[src/rtl/clk_div_monitor.sv]
// clk_div_monitor: samples a divided clock, measures period/high time in clk cycles,
// locks after LOCK_CNT good periods and flags/counts faults once locked.
module clk_div_monitor #(
    parameter int DIV         = 3,
    parameter int LOCK_CNT    = 4,
    parameter int SYNC_STAGES = 2,
    parameter int CW          = 8
) (
    input  logic          clk,
    input  logic          rstn,
    input  logic          en,
    input  logic          div_clk,
    input  logic          clr_err,
    output logic          locked,
    output logic          err,
    output logic [7:0]    err_cnt,
    output logic [CW-1:0] period,
    output logic [CW-1:0] high_cnt
);
    localparam logic [CW-1:0] TMO  = CW'(2 * DIV + 1);
    localparam logic [CW-1:0] DIVW = CW'(DIV);
    localparam logic [CW-1:0] HLO  = CW'(DIV / 2);
    localparam logic [CW-1:0] HHI  = CW'((DIV + 1) / 2);
    localparam int            MW   = $clog2(LOCK_CNT + 1);

    typedef enum logic [2:0] {IDLE, ACQ, MEAS, LOCKED, FAULT} state_t;

    state_t                 state, nstate;
    logic [SYNC_STAGES-1:0] sync;
    logic                   s, s_d, rise, good, tmo, bad, fault;
    logic [CW-1:0]          pcnt, hcnt;
    logic [MW-1:0]          match, nmatch;
    logic [7:0]             ncnt;

    assign s      = sync[SYNC_STAGES-1];
    assign rise   = s & ~s_d;
    assign good   = pcnt == DIVW && hcnt >= HLO && hcnt <= HHI;
    assign tmo    = ~rise && pcnt == TMO;
    assign bad    = (rise && !good) || tmo;
    assign locked = state == LOCKED;

    always_comb begin
        nstate = state;
        nmatch = match;
        fault  = 1'b0;
        case (state)
            IDLE:   nstate = ACQ;
            ACQ:    if (rise) begin
                        nstate = MEAS;
                        nmatch = '0;
                    end
            MEAS:   if (rise && good) begin
                        nmatch = match + 1'b1;
                        nstate = match == MW'(LOCK_CNT - 1) ? LOCKED : MEAS;
                    end else if (bad) begin
                        nmatch = '0;
                    end
            LOCKED: if (bad) begin
                        fault  = 1'b1;
                        nstate = FAULT;
                    end
            FAULT:  nstate = clr_err ? ACQ : FAULT;
            default: nstate = IDLE;
        endcase
        if (!en) begin
            nstate = IDLE;
            fault  = 1'b0;
        end
        // a fault on the same cycle as clr_err counts from the cleared value
        ncnt = clr_err ? 8'd0 : err_cnt;
        ncnt = (fault && ncnt != 8'hFF) ? ncnt + 1'b1 : ncnt;
    end

    always_ff @(posedge clk or negedge rstn) begin
        if (!rstn) begin
            state    <= IDLE;
            sync     <= '0;
            s_d      <= 1'b0;
            match    <= '0;
            err      <= 1'b0;
            err_cnt  <= '0;
            pcnt     <= '0;
            hcnt     <= '0;
            period   <= '0;
            high_cnt <= '0;
        end else begin
            sync    <= SYNC_STAGES'({sync, div_clk});
            s_d     <= s;
            state   <= nstate;
            match   <= nmatch;
            err     <= fault;
            err_cnt <= ncnt;
            if (state == IDLE) begin
                pcnt <= '0;
                hcnt <= '0;
            end else if (rise) begin
                pcnt     <= CW'(1);
                hcnt     <= '0;
                period   <= pcnt;
                high_cnt <= hcnt;
            end else begin
                pcnt <= pcnt == TMO ? TMO : pcnt + 1'b1;
                hcnt <= hcnt + CW'(s);
            end
        end
    end
endmodule

[config.mk]
export PLATFORM = sky130hd
export DESIGN_NAME = clk_div_monitor
export DESIGN_NICKNAME = d
export VERILOG_FILES = /design/src/rtl/clk_div_monitor.sv
export SDC_FILE = /design/constraint.sdc
export NUM_CORES = 1
export LEC_CHECK = 0
export CAP_MARGIN = 15
export CELL_PAD_IN_SITES_DETAIL_PLACEMENT = 0
export CELL_PAD_IN_SITES_GLOBAL_PLACEMENT = 1
export CORE_UTILIZATION = 43
export DETAILED_ROUTE_END_ITERATION = 16
export GPL_TIMING_DRIVEN = 0
export HOLD_SLACK_MARGIN = 0.02
export PLACE_DENSITY = 0.78
export SLEW_MARGIN = 20
export SYNTH_ARGS = -nofsm -noshare
export SYNTH_HDL_FRONTEND = slang
export SYNTH_SLANG_ARGS = --single-unit
[constraint.sdc]
create_clock -name clk -period 2.4 [get_ports clk]
set_input_delay 0.48 -clock clk [delete_from_list [all_inputs] [get_ports clk]]
set_output_delay 0.48 -clock clk [all_outputs]
set_load 0.03 [all_outputs]
Word level (Yosys, flattened, before mapping)
Cells that the tools add are included.

Register bits after elaboration: 50. Word-level logic and storage cells: 67.

Add/sub/neg operators: 4. Order comparisons: 2. Equality and inequality tests: 13. Muxes and demuxes: 21. Bitwise logic cells: 4. Reductions and logical operators: 13.

Operators with widths (number): 2-to-1 mux 8 bit (7); 2-to-1 mux 3 bit (8); adder 8 x 1 -> 8 bit, second input constant (2); one-hot mux 3 bit (5 select lines) (1); equality test 3 x 2 -> 1 bit, second input constant (3); inequality test 3 bit, second input constant (3); adder 8 x 1 -> 8 bit (1); equality test 8 x 2 -> 1 bit, second input constant (1); equality test 8 x 3 -> 1 bit, second input constant (1); >= comparator 8 x 1 -> 1 bit, second input constant (1); <= comparator 8 x 2 -> 1 bit, second input constant (1); inequality test 8 bit, second input constant (1); logical AND 1 bit (6); one-hot mux 3 bit (2 select lines) (1); AND reduction 3 bit (2); 2-to-1 mux 1 bit (4); adder 3 x 1 -> 3 bit, second input constant (1); equality test 3 x 1 -> 1 bit, second input constant (1); equality test 3 bit, second input constant (1); logical NOT 3 bit (1); inequality test 3 x 2 -> 1 bit, second input constant (1); inverter 1 bit (3); inequality test 2 bit, second input constant (1); AND reduction 2 bit (1); 4 further kinds (4).

Longest topological paths before layout
Depth after elaboration: 11. Mapped depth: 8.

Least setup slack after synthesis
OpenSTA, ideal clock, no wires.

Kind: input to register. From: input port clr_err. To: register err_cnt[1]. Arrival: 1843 ps. Required time: 2275 ps. Setup slack: 433 ps. Stages: 7. Buffers on the path: 1. Cell sequence: buf_2 > nor2b_1 > ha_1 > and3_1 > nand4_1 > nor3b_2 > mux2_2.

Longest elaborated chain between the ends: 4. Elaborated cells on any way between the ends: 5.

Ends and longest elaborated chain: start: declaration (line 13) `input logic clr_err,`; 2-to-1 mux 8 bit * (line 70) `ncnt = clr_err ? 8'd0 : err_cnt;`; branches (longest 2 deep; another with adder 8 x 1 -> 8 bit); 2-to-1 mux 8 bit * (line 71) `ncnt = (fault && ncnt != 8'hFF) ? ncnt + 1'b1 : ncnt;`; via ncnt[1] (line 33) `logic [7:0] ncnt;`; end signal: assignment (line 92) `err_cnt <= ncnt;`; end: declaration (line 16) `output logic [7:0] err_cnt,`.

Mark *: on every way through the listed nets, which the timed path passes. A chain may end at the register's enable or synchronous reset.

Worst setup path after layout
From: register pcnt[0]. To: register err_cnt[6].

Longest elaborated chain between the ends: 11. Elaborated cells on any way between the ends: 13.

Ends and longest elaborated chain: start: declaration (line 31) `logic [CW-1:0] pcnt, hcnt;`; start signal: assignment (line 102) `pcnt <= pcnt == TMO ? TMO : pcnt + 1'b1;`; equality test 8 x 2 -> 1 bit (line 37) `assign good = pcnt == DIVW && hcnt >= HLO && hcnt <= HHI;`; logical AND 1 bit (2 in series) (line 37); logical NOT 1 bit (line 39) `assign bad = (rise && !good) || tmo;`; logical AND 1 bit (line 39); logical OR 1 bit * (line 39); 2-to-1 mux 1 bit * (line 58) `LOCKED: if (bad) begin`; 2-to-1 mux 1 bit * (line 46) `case (state)`; 2-to-1 mux 1 bit * (line 65) `if (!en) begin`; logical AND 1 bit * (line 71); 2-to-1 mux 8 bit * (line 71); via ncnt[6] (line 33).

The timed path passes the listed nets; every way through them passes the cells marked *.

==> impl_metrics.env <==
export IMPL_drc_errors=0
export IMPL_cts_root_buf="clkbuf_8"
export IMPL_drtIter0Drc=43
export IMPL_grt_pass1_vias=1516
export IMPL_dp_hpwl_mm=2.95
export IMPL_rsz0062_at_grt="false"
export IMPL_critPathMaxFanout=10
export IMPL_r2r_end="err_cnt[6]"
export IMPL_synth_edf_count=0
export IMPL_max_slew_margin=0.570
export IMPL_start_util=0.451
export IMPL_synthArstFlopShare=1.00
export IMPL_ys_types=42
export IMPL_status="finished clean"
export IMPL_placed_area_um2=2710
export IMPL_finish_utilization=0.542
export IMPL_die_x_um=75.6
export IMPL_cp_end_kind="register"
export IMPL_crit_type="register to register"
export IMPL_nets=251
export IMPL_finClkSkew_ps=4.93
export IMPL_final_layout_size_suffix_gt1_frac=0.170
export IMPL_hold_viol=0
export IMPL_grt_pass1_wl_mm=7.13
export IMPL_area_delta_synth_final_pct=20.3
export IMPL_synth_main_ff_cell="dfrtp_1"
export IMPL_vias=1606
export IMPL_worstSkewPairLatency_ps=300
export IMPL_synth_seq_cells=50
export IMPL_finalNonFillerCells=311
export IMPL_ios=31
export IMPL_start_kind="register"
export IMPL_critPathSlowestCell="nor3_2"
export IMPL_synth_warnings=0
export IMPL_leakage_uw=0.00129
export IMPL_fin_area_um2=2810
export IMPL_ir_drop_mv=0.352
export IMPL_fill_cells=464
export IMPL_yosysSeqAreaShare=0.536
export IMPL_row_count=26
export IMPL_viasPerCell=5.16
export IMPL_port_buffers=29
export IMPL_die_h_um=75.6
export IMPL_core_area_um2=5170
export IMPL_grt_use_total=0.168
export IMPL_clkSinkCount=50
export IMPL_antenna_found_initial=0
export IMPL_cts_htree_levels=2
export IMPL_max_freq_mhz=481
export IMPL_grt_max_degree=51
export IMPL_clkTransAtPathRegs_ps=90
export IMPL_ff2ff_setup_slack_ps=320
export IMPL_reg2regPathDepth=6
export IMPL_finalMaxSlewViolations=0
export IMPL_crit_arrival_ps=2270
export IMPL_synthCells=204
export IMPL_ant_nets=0
export IMPL_wl_mm=4.24
export IMPL_numCtsBuffers=5
export IMPL_cap_viol_max_count=0
export IMPL_fin_crit_sh=0.866
export IMPL_finalSetupViolCount=0
export IMPL_cpPeakStageDelay_ps=550
export IMPL_tritoncts="done"
export IMPL_tightestPinTransition_ps=642
export IMPL_gr_total_overflow=0
export IMPL_wl_per_cell_um=13.6
export IMPL_hold_class="primary input to asynchronous set/reset pin"
export IMPL_cts_hold_buf=0
export IMPL_layout_min_cycle_time_ps=2080
export IMPL_place_inst=303
export IMPL_dieArea_um2=5720
export IMPL_path_cells="ha_1, nor4b_2, nand2_1, nor3_2, nor3_1, mux2_2"
export IMPL_drt_pass1_iterations=4
export IMPL_synth_area_per_cell_um2=11.4
export IMPL_syn_nets=215
export IMPL_cts_buffer_depth=2
export IMPL_gp_routability_congestion=0.746
export IMPL_p_per_area_nw_per_um2=630
export IMPL_n_antenna_cell=0
export IMPL_synth_area_um2=2330
export IMPL_p_total_uw=1770
export IMPL_r2r_start="pcnt[0]"
export IMPL_required_ps=2590
[registers in the layout (all words and copies together), names as in the netlist]
signal,count
period,8
pcnt,8
err_cnt,8
err,1
high_cnt,8
match,3
s_d,1
hcnt,8
state,3
sync,2
[report_power, final]
group	internal, uW	switching, uW
Clock	232	275
Sequential	898	40.7
Combinational	137	186
Total	1270	502
[per-stage QoR]
stage / setup slack [ps] / hold WS (ps) / setup TNS, ps
floorplan: 433 / 184 / 0
global placement: -682 / 351 / -34050
detailed placement: 179 / 348 / 0
CTS: 55.5 / 221 / 0
global route: 168 / 242 / 0
finish: 322 / 195 / 0
[how the worst max path moves through the flow]
stage | from | end | slack [ps] | cells past startpoint
detailed placement | clr_err | err_cnt[1] | 180 | 7
floorplan | clr_err | err_cnt[1] | 430 | 7
finish | pcnt[0] | err_cnt[6] | 320 | 6
global route | pcnt[0] | err_cnt[1] | 170 | 6
global placement | rstn | match[0] | -680 | 1
CTS | state[2] | locked | 60 | 3
[layout by cell type, fill, tap and decap left out, types with 5 or more instances in the layout]
master and count:
dfrtp_1 50, clkdlybuf4s50_1 27, nor2_1 18, mux2_2 18, nand2_1 11, xor2_1 9
a21oi_1 7, nor2b_1 6, o21ai_0 6, and3_1 6, nand3_1 6, xnor2_1 6
ha_1 6, clkbuf_8 6, nor3_1 5, inv_1 5
[area by class of cell]
class / count / area, um^2 / share of cell area
clock buffers: 6 / 82.6 / 0.0294
well taps: 70 / 87.6 / 0.0312
plain buffers: 5 / 23.8 / 0.00847
flip-flops and latches: 50 / 1250 / 0.446
inverters: 6 / 22.5 / 0.00803
repair buffers: 29 / 290 / 0.103
multi-input cells: 143 / 1030 / 0.369
clock inverters: 2 / 12.5 / 0.00446
[metal layers]
metal	routed length [um]	up-vias	track usage
met5	0	-	0
met4	53	0	0.0617
met3	145	6	0.0317
met2	2010	34	0.264
met1	2030	781	0.234
li1	-	785	-
[synthesized netlist by cell type (5+ instances only)]
cell,instances,area share
a21oi_1,7,0.015
and3_1,6,0.016
dfrtp_1,50,0.54
ha_1,6,0.032
inv_1,5,0.0080
mux2_2,18,0.087
nand2_1,11,0.018
nand3_1,6,0.013
nor2_1,18,0.029
nor2b_1,6,0.016
nor3_1,5,0.011
o21ai_0,6,0.013
xnor2_1,6,0.023
xor2_1,9,0.034
[repair_timing]
| action | CTS | global route |
|---|---|---|
| setup buffers | 0 | 0 |
| resized for setup | 0 | 1 |
| setup endpoints to repair | 0 | 1 |
[kinds of logic (layout without fill, tap and decap cells)]
logic type      after synthesis  after routing  share of synthesized area
compound gates               26             26                     0.0676
xor+xnor                     15             15                     0.0563
fa+ha+maj                     6              6                     0.0322
buf+inv                      11             48                     0.0198
flops                        50             50                      0.536
mux                          18             18                     0.0869
simple gates                 78             78                      0.201
[critical path: cells and delay by family (launching register included)]
family,cells,cell delay (ps)
simple gates,4,1040
mux,1,300
flops,1,420
fa+ha+maj,1,210
No activity file was read; power rests on OpenSTA's default activity.
